==> src/rtl/core_mem_requester.sv <==
// Per-core initiator toward the shared data-memory arbiter: issues one request pulse,
// holds both lanes through arbitration, counts the fixed read latency, returns read data.
// Optional MEM_STALL_CNT_EN adds a saturating stall_cycles counter output.
module core_mem_requester #(
  parameter int ADDR_W   = 17,
  parameter int DATA_W   = 32,
  parameter int DATA_LAT = 3
) (
  input  logic              clk,
  input  logic              rst,
  input  logic              op_valid,
  output logic              op_ready,
  input  logic [ADDR_W-1:0] u_addr_i,
  input  logic [DATA_W-1:0] u_din_i,
  input  logic              u_we_i,
  input  logic [ADDR_W-1:0] l_addr_i,
  input  logic [DATA_W-1:0] l_din_i,
  input  logic              l_we_i,
  output logic              mem_req_now,
  input  logic              mem_wait,
  output logic [ADDR_W-1:0] u_addr_o,
  output logic [ADDR_W-1:0] l_addr_o,
  output logic [DATA_W-1:0] u_din_o,
  output logic [DATA_W-1:0] l_din_o,
  output logic              u_we_o,
  output logic              l_we_o,
  input  logic [DATA_W-1:0] u_data_out,
  input  logic [DATA_W-1:0] l_data_out,
  output logic              resp_valid,
`ifdef MEM_STALL_CNT_EN
  output logic [31:0]       stall_cycles,
`endif
  output logic [DATA_W-1:0] u_rdata,
  output logic [DATA_W-1:0] l_rdata
);

  // state | meaning
  // IDLE  | ready for a new operation, op_ready=1
  // REQ   | one-cycle request pulse to the arbiter
  // WAIT  | arbiter stalling us; request fields held
  // PEND  | granted; counting down the read latency
  // RESP  | one-cycle response strobe with captured read data
  typedef enum logic [2:0] {
    S_IDLE = 3'd0,
    S_REQ  = 3'd1,
    S_WAIT = 3'd2,
    S_PEND = 3'd3,
    S_RESP = 3'd4
  } state_t;

  localparam logic [3:0] CNT_INIT = 4'(DATA_LAT - 1);

  state_t            state_q, state_d;
  logic [3:0]        cnt_q;
  logic [ADDR_W-1:0] u_addr_q, l_addr_q;
  logic [DATA_W-1:0] u_din_q, l_din_q;
  logic              u_we_q, l_we_q;
  logic [DATA_W-1:0] u_rdata_q, l_rdata_q;
  logic              accept, grant, capture;

  assign accept  = (state_q == S_IDLE) && op_valid;
  assign grant   = ((state_q == S_REQ) || (state_q == S_WAIT)) && !mem_wait;
  assign capture = (state_q == S_PEND) && (cnt_q == 4'd0);

  always_ff @(posedge clk) begin
    if (rst) state_q <= S_IDLE;
    else     state_q <= state_d;
  end

  always_comb begin
    state_d = state_q;
    case (state_q)
      S_IDLE:  if (op_valid) state_d = S_REQ;
      S_REQ:   state_d = mem_wait ? S_WAIT : S_PEND;
      S_WAIT:  if (!mem_wait) state_d = S_PEND;
      S_PEND:  if (cnt_q == 4'd0) state_d = S_RESP;
      S_RESP:  state_d = S_IDLE;
      default: state_d = S_IDLE;
    endcase
  end

  always_comb begin
    op_ready    = (state_q == S_IDLE);
    mem_req_now = (state_q == S_REQ);
    resp_valid  = (state_q == S_RESP);
  end

  // Write enables drop once granted so the arbiter never sees a write twice.
  always_ff @(posedge clk) begin
    if (rst) begin
      cnt_q     <= '0;
      u_addr_q  <= '0;
      l_addr_q  <= '0;
      u_din_q   <= '0;
      l_din_q   <= '0;
      u_we_q    <= 1'b0;
      l_we_q    <= 1'b0;
      u_rdata_q <= '0;
      l_rdata_q <= '0;
    end else begin
      if (accept) begin
        u_addr_q <= u_addr_i;
        l_addr_q <= l_addr_i;
        u_din_q  <= u_din_i;
        l_din_q  <= l_din_i;
        u_we_q   <= u_we_i;
        l_we_q   <= l_we_i;
      end
      if (grant) begin
        cnt_q  <= CNT_INIT;
        u_we_q <= 1'b0;
        l_we_q <= 1'b0;
      end else if ((state_q == S_PEND) && (cnt_q != 4'd0)) begin
        cnt_q <= cnt_q - 4'd1;
      end
      if (capture) begin
        u_rdata_q <= u_data_out;
        l_rdata_q <= l_data_out;
      end
    end
  end

  assign u_addr_o = u_addr_q;
  assign l_addr_o = l_addr_q;
  assign u_din_o  = u_din_q;
  assign l_din_o  = l_din_q;
  assign u_we_o   = u_we_q;
  assign l_we_o   = l_we_q;
  assign u_rdata  = u_rdata_q;
  assign l_rdata  = l_rdata_q;

`ifdef MEM_STALL_CNT_EN
  logic [31:0] stall_q;

  always_ff @(posedge clk) begin
    if (rst) begin
      stall_q <= '0;
    end else if (((state_q == S_REQ) || (state_q == S_WAIT)) && mem_wait
                 && (stall_q != 32'hFFFF_FFFF)) begin
      stall_q <= stall_q + 32'd1;
    end
  end

  assign stall_cycles = stall_q;
`endif

endmodule
==> config.mk <==
export PLATFORM = sky130hd
export DESIGN_NAME = core_mem_requester
export DESIGN_NICKNAME = d
export VERILOG_FILES = /design/src/rtl/core_mem_requester.sv
export SDC_FILE = /design/constraint.sdc
export NUM_CORES = 1
export LEC_CHECK = 0
export ABC_AREA = 1
export BUFFER_PORTS_ARGS = -buffer_cell sky130_fd_sc_hd__buf_4
export CORE_AREA = 2 2 131 133
export CTS_CLUSTER_DIAMETER = 60
export DETAILED_ROUTE_END_ITERATION = 8
export DIE_AREA = 0 0 133 135
export MAX_ROUTING_LAYER = met4
export PLACE_DENSITY = 0.77
export SLEW_MARGIN = 25
export SYNTH_ARGS = -nofsm -noshare
export SYNTH_HDL_FRONTEND = slang
export SYNTH_SLANG_ARGS = --single-unit
==> constraint.sdc <==
create_clock -name clk -period 1.39 [get_ports clk]
set_clock_uncertainty 0.2 [all_clocks]
set_input_delay 0.0695 -clock clk [delete_from_list [all_inputs] [get_ports clk]]
set_output_delay 0.0695 -clock clk [all_outputs]
set_load 0.03 [all_outputs]
==> results of run 1 <==
-- power by group through the flow --
stage,sequential [µW],clock [µW],combinational (µW)
6_report,5890,4750,7020
5_1_grt,5930,5030,7330
4_1_cts,5780,4790,5480
3_5_place_dp,5880,0,4650
3_3_place_gp,5850,0,4600
2_1_floorplan,6940,0,1700
-- per-layer routing --
layer / share of wire / vias to the layer above / wire length (µm)
met1: 0.35 / 3783 / 10600
met2: 0.50 / 556 / 15100
met4: 0.051 / 0 / 1540
met3: 0.091 / 147 / 2740
li1: - / 3657 / -
met5: 0 / - / 0
-- worst reg2reg max path: stages (launching register included) --
cell,delay (ps)
dfxtp_2,320
buf_6,120
buf_12,120
nor2_4,140
buf_12,190
buf_12,170
nand3_1,90
a21oi_1,230
-- cell usage in the layout (no fill, tap or decap), drive strengths merged --
master	count
clkbuf	33
bufinv	2
clkinvlp	2
clkinv	5
xor2	1
dlygate4sd3	167
o21ai	64
nor2	140
dfxtp	171
ha	1
o22ai	1
nand3b	3
a21oi	103
nand3	107
nand2	121
bufbuf	2
buf	387
inv	13
-- path summary, 6_finish.rpt --
path,startpoint,endpoint,slack [ps],cells after the start
worst max-delay path,state_q[0],l_din_o[20],-290,7
worst min-delay path,u_data_out[11],u_rdata[11],230,4
worst max register to register,state_q[0],l_din_o[20],-290,7
worst min register to register,u_addr_o[10],u_addr_o[10],260,2
-- final cells by class --
cell class,count,share of cell area
repair buffers,570,0.427
clock inverters,12,0.0110
multi-input cells,541,0.228
clock buffers,19,0.0353
well taps,220,0.0219
flip-flops and latches,171,0.273
inverters,10,0.00379
-- flip-flops by register name, indices dropped and copies added, names as in the netlist --
register and count:
cnt_q 4, l_rdata 32, u_din_o 32, state_q 3, u_addr_o 17, u_we_o 1
l_we_o 1, u_rdata 32, l_din_o 32, l_addr_o 17
-- stage by stage --
stage | cell area (µm²) | utilization | setup WS [ps]
2_1_floorplan | 6200 | - | 0.591
3_3_place_gp | 9050 | 0.552 | -100
3_5_place_dp | 9050 | 0.552 | -99.9
4_1_cts | 11600 | 0.709 | -220
5_1_grt | 12600 | 0.766 | -330
6_report | 12600 | 0.766 | -289
-- logic make-up after synthesis --
group	Yosys count	share of synthesized area
compound gates	168	0.136
xor+xnor	1	0.00142
fa+ha+maj	1	0.00203
buf+inv	74	0.0564
flops	171	0.555
simple gates	370	0.249
-- what timing repair did --
action                                  CTS  global route
gates cloned                              5            20
hold endpoints to repair                171             0
buffers inserted                          6             7
resized for setup                        37           132
endpoints found under the setup margin  173           174
pin swaps                                 6            18
hold buffers                            167             0
==> qor.yml, run 1 <==
worst_setup_path:
  cp.arrival_ps: 1800
  crit_buf_inv: 4
  path_class: "reg -> reg"
  critPathLaunchType: "register"
  slowest_delay_ps: 320
  crit_family: "buffers and inverters"
  critical_path.max_fanout: 13
  crit_slowest_cell: "dfxtp_2"
  crit_top_cell: "buf_12"
  required_ps: 1510
  path_cells: "buf_6 > buf_12 > nor2_4 > buf_12 > buf_12 > nand3_1 > a21oi_1"
  crit_path_end_kind: "register"
power:
  clkPwrFrac: 0.269
  pwr-share-seq: 0.334
  powerDensity_nw_per_um2: 1410
  pwr-share-comb: 0.397
  p_switching_uw: 6250
  peakVddDrop_mv: 0.851
  internal_power_uw: 11400
  p_sw_frac: 0.354
  p_leak_uw: 0.00556
  total_power_uw: 17700
yosys:
  synth_area_leader_cell: "dfxtp_1"
  yosys_warnings: 0
  async_flop_share: 0
  synth-edff-count: 0
  synth_top_area_share: 0.555
  synth-seq-cells: 171
  synth.most_common_cell: "dfxtp_1"
  post_synth_most_frequent_cells: "171 x dfxtp_1, 138 x nor2_1, 121 x nand2_1"
  ys_types: 17
  ys_seq_area_frac: 0.555
  synth_ff_type: "dfxtp_1"
  synth_area_leaders: "dfxtp_1 55%, nand3_1 8.6%, nor2_1 8.4%, a21oi_1 8.4%, nand2_1 7.4%"
  synthCells: 785
  synth_area_um2: 6170
  synth_area_per_cell_um2: 7.86
  syn_nets: 954
floorplan:
  initial_core_util: 0.376
  ios: 335
  die_w_um: 133
  fp.dieH_um: 135
  rows: 47
  core_um2: 16400
  die_area_um2: 18000
grt:
  first_global_vias: 7532
  grt_use_total: 0.277
  antenna_found_initial: 0
  grt_util_met2: 0.464
  grt_pass1_wl_um: 38500
  overflow: 0
  grt_util_met1: 0.306
  grt_max_degree: 77
  busiest_layer: "met2"
  use_met3: 0.0732
detailed_routing:
  vias_per_cell: 5.28
  drtIter0Drc: 684
  drc: 0
  num_vias: 8143
  firstDrtPassIters: 8
  wl_per_cell_um: 19.5
  drt-total-wl_um: 30000
  ant_nets: 0
sta:
  fin_crit_sh: 1.21
  hold_slack_ps: 232
  finalCriticalPeriod_ps: 1680
  slew_violations: 0
  worst_slack_ps: -289
  rsz0062_at_grt: "true"
  finalSetupViolations: 174
  hold_viol_final: 0
  max_freq_ghz: 0.596
  tns_ps: -31000
  worstMarginPinSlew_ps: 369
  slew_headroom: 0.754
run_status:
  outcome: "complete, but fails checks"
  violations: "negative setup slack"
clock_network:
  cts.sinks: 171
  ctsHtreeMaxLevel: 4
  clk_latency_ps: 410
  clk_pin_slew_ps: 70
  cts_tree: "built"
  numCtsBuffers: 17
  clockBufferDepth: 2
  cts-root-buf: "clkbuf_16"
final_layout:
  multi_input_area_um2: 2870
  area_growth_pct: 104
  seqCellArea_um2: 3430
  num-fill-cells: 964
  fin_nets: 1480
  drive_gt1_frac: 0.413
  num_antenna_cells: 0
  final_cells: 1543
placement:
  dp_hpwl_um: 13700
  io_buffers: 334
  place.gp.congestion: 0.766
  placedCellCount: 1307
job:
  cap_viol_max_count: 0
hold_path:
  hold_path_class: "in -> reg"
No activity file was read; power rests on OpenSTA's default activity.
==> run 2: changes to the inputs <==
- GPL_TIMING_DRIVEN: unset -> 0
- PLACE_DENSITY: 0.77 -> 0.72
==> run 2 against run 1 <==
The run still ends with negative setup slack left. First-iteration DRC count shrank 31%. Wire length down 18%. Power is 9.8% lower. Core utilization is 4.8 points lower. Combinational power shrank 21%. Cell count increased by 0.13%. Clock-buffer cell count rose by 1. Worst hold slack got worse by 140 ps.
==> qor.yml, run 2 (synthesized netlist as in run 1, its figures left out) <==
detailed_routing:
  firstDrtPassIters: 5
  wl_per_cell_um: 16.0
  drtIter0Drc: 475
  vias_per_cell: 4.92
  ant_nets: 0
  num_vias: 7608
  drc: 0
  drt-total-wl_um: 24700
floorplan:
  initial_core_util: 0.376
  fp.dieH_um: 135
  die_area_um2: 18000
  rows: 47
  core_um2: 16400
  ios: 335
  die_w_um: 133
run_status:
  violations: "negative setup slack"
  outcome: "complete, but fails checks"
power:
  p_switching_uw: 5540
  internal_power_uw: 10400
  clkPwrFrac: 0.286
  powerDensity_nw_per_um2: 1350
  pwr-share-seq: 0.365
  p_sw_frac: 0.348
  p_leak_uw: 0.00517
  pwr-share-comb: 0.349
  peakVddDrop_mv: 0.815
grt:
  antenna_found_initial: 0
  grt_use_total: 0.259
  overflow: 0
  grt_pass1_wl_um: 35800
  first_global_vias: 7253
  grt_max_degree: 17
clock_network:
  cts-root-buf: "clkbuf_16"
  cts.sinks: 171
  clockBufferDepth: 2
  clk_pin_slew_ps: 70
  ctsHtreeMaxLevel: 4
  numCtsBuffers: 17
  cts_tree: "built"
  clk_latency_ps: 420
sta:
  max_freq_ghz: 0.641
  finalCriticalPeriod_ps: 1560
  finalSetupViolations: 163
  slew_violations: 0
  slew_headroom: 0.447
  worst_slack_ps: -170
  fin_crit_sh: 1.12
  rsz0062_at_grt: "true"
  worstMarginPinSlew_ps: 830
  hold_viol_final: 0
placement:
  place_area_um2: 8980
  dp_hpwl_um: 15000
  io_buffers: 333
  place.gp.congestion: 0.799
final_layout:
  area_growth_pct: 90.7
  mostFrequentLayoutCells: "351 x buf_4, 166 x dfxtp_1, 166 x dlygate4sd3_1"
  num_antenna_cells: 0
  drive_gt1_frac: 0.359
  final_common_cell: "buf_4"
  final_core_util: 0.717
  fin_nets: 1481
  final_cell_area_um2: 11800
worst_setup_path:
  cp.arrival_ps: 1290
  required_ps: 1120
  critical_path.max_fanout: 3
  critPathLaunchType: "register"
  path_class: "reg -> out"
  crit_slowest_cell: "dfxtp_4"
  crit_path_end_kind: "primary output"
  crit_top_cell: "nor2_4"
  crit_family: "flip-flops"
  path_cells: "nor2_4 > inv_2 > nor2_4 > buf_4 > buf_6"
  slowest_delay_ps: 360
  crit_buf_inv: 3
hold_path:
  hold_path_class: "in -> reg"
job:
  cap_viol_max_count: 0
run 2: cell types whose count changed in the layout (fill, tap and decap cells not counted), sizes merged:
| cell | before | now |
|---|---|---|
| dlygate4sd3 | 167 | 166 |
| bufbuf | 2 | 0 |
| buf | 387 | 379 |
| clkbuf | 33 | 47 |
| bufinv | 2 | 1 |
| clkinv | 5 | 6 |
| nand3 | 107 | 106 |
run 2: worst register-to-register path, stage by stage (launching register included):
cell,delay (ps)
dfxtp_4,370
nand2_1,90
nor2_4,130
nand3_4,130
buf_8,180
buf_12,150
o21ai_4,160
nor2_1,50
run 2: worst paths after layout:
| kind | slack (ps) | depth (start not counted) | to | start |
|---|---|---|---|---|
| worst max register to register | -170 | 7 | u_rdata[15] | state_q[1] |
| worst max-delay path | -170 | 5 | op_ready | state_q[1] |
| worst min register to register | 260 | 2 | l_addr_o[3] | l_addr_o[3] |
| worst min-delay path | 90 | 6 | l_addr_o[11] | op_valid |
run 2: what timing repair did:
item                                    CTS  global route
endpoints found under the hold margin   170             0
cloned                                    1             1
pin swaps                                 4             5
hold buffers                            166             0
endpoints found under the setup margin  168           174
resized for setup                        47           101
setup buffers                             6             1
run 2: final cells by class:
| type | instances | area (µm²) |
|---|---|---|
| Tap cell | 220 | 275 |
| Buffer | 64 | 487 |
| Timing Repair Buffer | 508 | 4260 |
| Clock buffer | 20 | 447 |
| Sequential cell | 171 | 3440 |
| Clock inverter | 12 | 115 |
| Multi-Input combinational cell | 540 | 2700 |
| Fill cell | 1184 | 4640 |
| Inverter | 10 | 42.5 |
run 2: power groups by stage:
| stage | registers, µW | logic, µW | clock network [µW] |
|---|---|---|---|
| final | 5820 | 5560 | 4550 |
| after CTS | 5790 | 5160 | 4630 |
| after floorplan | 6940 | 1700 | 0 |
| after global placement | 5870 | 4510 | 0 |
| after global routing | 5870 | 5930 | 4810 |
| after detailed placement | 5890 | 4530 | 0 |
run 2: metrics by stage:
stage               setup TNS (ps)  hold WS [ps]  power (µW)  std cells  setup slack, ps
floorplan                        0          16.1        8640        785            0.591
global placement            -31960           102       10400       1338             -302
detailed placement          -34460           110       10400       1338             -310
CTS                         -22230          66.6       15600       1543             -185
global route                -27800           110       16600       1545             -233
finish                      -15680          92.7       15900       1545             -170
run 2: routing by layer:
layer	wire length [µm]	up-vias	global-route usage	share of wire
met5	0	-	-	0
met4	1020	0	0.134	0.041
met3	1740	84	0.0627	0.071
met2	12700	362	0.446	0.51
met1	9220	3517	0.277	0.37
li1	-	3645	-	-
==> run 3: changes to the inputs <==
- ABC_AREA: 1 -> 0
- CORE_AREA: 2 2 131 133 -> 2 2 132 134
- DIE_AREA: 0 0 133 135 -> 0 0 134 136
==> run 3 against run 2 <==
The run still ends with negative setup slack left. Die area increased by 1.5%. Power rose by 2.5%. Critical path depth grew 1. Core utilization is 11 points higher. Non-clock buffer count rose by 60. Clock-buffer cell count is 1 lower. Final area rose by 18%. Wire length is 33% higher. Register-to-register slack worse by 370 ps. Area after synthesis is 2.9% higher. Critical path type is now reg -> reg. Highest routed layer unchanged.
==> qor.yml, run 3 <==
hold_path:
  holdPathEnd: "l_addr_o[7]"
  min_path_cells: 3
  min_from: "rst"
  hold_path_class: "in -> reg"
grt:
  first_global_vias: 8122
  grt_use_total: 0.293
  grt_pass1_wl_um: 41100
  grt_util_met1: 0.319
  grt_util_met2: 0.504
  grt_max_degree: 17
  busiest_layer: "met2"
  antenna_found_initial: 0
  use_met3: 0.0626
  overflow: 0
placement:
  place_area_um2: 9280
  io_buffers: 334
  place.gp.congestion: 0.853
  placedCellCount: 1333
  pre_cts_ws_ps: -585
  dp_hpwl_um: 15600
final_layout:
  num-fill-cells: 876
  mostFrequentLayoutCells: "366 x buf_4, 167 x dfxtp_1, 167 x dlygate4sd3_1"
  fin_nets: 1522
  area_growth_pct: 118
  drive_gt1_frac: 0.561
  final_cell_area_um2: 13900
  final_common_cell: "buf_4"
  final_cells: 1591
  num_antenna_cells: 0
yosys:
  yosys_warnings: 0
  synth_area_leader_cell: "dfxtp_1"
  post_synth_most_frequent_cells: "202 x nand2_1, 171 x dfxtp_1, 167 x a21oi_1"
  synth_ff_type: "dfxtp_1"
  synth-edff-count: 0
  synth-seq-cells: 171
  synthCells: 774
  synth_area_leaders: "dfxtp_1 54%, a21oi_1 13%, nand2_1 12%, o21ai_0 5.5%, nand3_1 5.1%"
  synth_area_um2: 6350
  synth_top_area_share: 0.539
  ys_types: 32
  synth.most_common_cell: "nand2_1"
  synth_area_per_cell_um2: 8.21
  ys_seq_area_frac: 0.539
  syn_nets: 943
  async_flop_share: 0
sta:
  worstMarginPinSlew_ps: 793
  max_freq_ghz: 0.519
  slew_violations: 0
  rsz0062_at_grt: "true"
  finalCriticalPeriod_ps: 1930
  worst_slack_ps: -537
  hold_viol_final: 0
  finalSetupViolations: 174
  slew_headroom: 0.471
  fin_crit_sh: 1.39
worst_setup_path:
  crit_top_cell: "buf_12"
  path_cells: "buf_6 > or4b_4 > buf_12 > buf_12 > nand2_1 > a21oi_1"
  r2r_cells: 6
  crit_slowest_cell: "or4b_4"
  crit_path_end_kind: "register"
  critPathLaunchType: "register"
  r2r_setup_slack_ps: -540
  slowest_delay_ps: 580
  timing.rr.end: "u_addr_o[4]"
  worstReg2RegStart: "state_q[0]"
  critical_path.max_fanout: 6
  cp.arrival_ps: 1990
  required_ps: 1460
  path_class: "reg -> reg"
detailed_routing:
  num_vias: 8552
  drt-total-wl_um: 32800
  wl_per_cell_um: 20.6
  vias_per_cell: 5.38
  drc: 0
  ant_nets: 0
  firstDrtPassIters: 4
  drtIter0Drc: 432
floorplan:
  die_area_um2: 18200
  rows: 48
  ios: 335
  die_w_um: 134
  core_um2: 16900
  initial_core_util: 0.376
  fp.dieH_um: 136
clock_network:
  clk_pin_slew_ps: 70
  numCtsBuffers: 17
  cts-root-buf: "clkbuf_16"
  ctsHtreeMaxLevel: 4
  clockBufferDepth: 2
  cts.sinks: 171
  clk_latency_ps: 420
  cts_tree: "built"
power:
  powerDensity_nw_per_um2: 1180
  p_leak_uw: 0.00593
  peakVddDrop_mv: 0.889
run_status:
  outcome: "complete, but fails checks"
  violations: "negative setup slack"
job:
  cap_viol_max_count: 0
[run 3: changes by cell type after synthesis, sizes merged, moves of 3 or more]
cell / delta
inv: -6
nor3b: +3
clkbuf: +6
nand2: +81
nor2: -139
a21oi: +64
nand3: -41
o21ai: +6
[run 3: metal layers]
layer  routed length [µm]  share of wire  up-vias
met5                    0              0        -
met4                 2110          0.064        0
met3                 2180          0.066      172
met2                16800           0.51      510
met1                11700           0.36     4063
li1                     -              -     3807
[run 3: kinds of logic after synthesis]
logic type	Yosys count	share of synthesized area
simple gates	284	0.191
fa+ha+maj	1	0.00197
compound gates	241	0.192
xor+xnor	1	0.00138
buf+inv	76	0.0744
flops	171	0.539
[run 3: final cells by class]
cell class	count	area (µm²)	share of cell area
multi-input combinational	527	3770	0.271
clock inverter	13	109	0.00784
tap	225	282	0.0203
clock buffer	19	453	0.0326
buffer	68	717	0.0517
sequential	171	3430	0.247
inverter	4	15.0	0.00108
timing repair buffer	564	5110	0.368
[run 3: worst max path at each step]
stage,start,to,slack (ps),cells past startpoint
3_5_place_dp,state_q[1],cnt_q[0],-580,4
6_report,state_q[0],u_addr_o[4],-540,6
4_1_cts,state_q[0],l_din_o[12],-400,6
3_3_place_gp,state_q[1],cnt_q[3],-570,4
5_1_grt,state_q[2],u_addr_o[13],-580,8
2_1_floorplan,state_q[2],l_we_o,-290,6
[run 3: metrics by stage]
stage / util / power, µW / hold WS, ps / TNS [ps]
6_report: 0.822 / 16300 / 165 / -73030
5_1_grt: 0.822 / 16800 / 215 / -81060
4_1_cts: 0.734 / 14800 / 142 / -63670
3_5_place_dp: 0.550 / 9070 / 125 / -72820
3_3_place_gp: 0.550 / 9040 / 117 / -70130
2_1_floorplan: - / 7680 / 5.49 / -45040
[run 3: what timing repair did]
| action | 4_1_cts | 5_1_grt |
|---|---|---|
| gates cloned | 13 | 14 |
| pin swaps | 53 | 124 |
| endpoints found under the hold margin | 170 | 0 |
| setup buffers | 21 | 16 |
| gates resized for setup | 140 | 328 |
| hold buffers | 167 | 0 |
| endpoints found under the setup margin | 174 | 174 |
[run 3: critical path: cells and delay by family (launching register included)]
kind                   cells  cell delay, ps
AO/OA/AOI/OAI              1             100
AND/OR/NAND/NOR            2             690
buffers and inverters      3             430
flip-flops                 1             330
[run 3: report_power, final]
part	internal (µW)	total [µW]	leakage (µW)	switching (µW)
clock network	2430	4620	0.000281	2190
registers	5270	5580	0.00139	310
logic	2930	6130	0.00425	3200
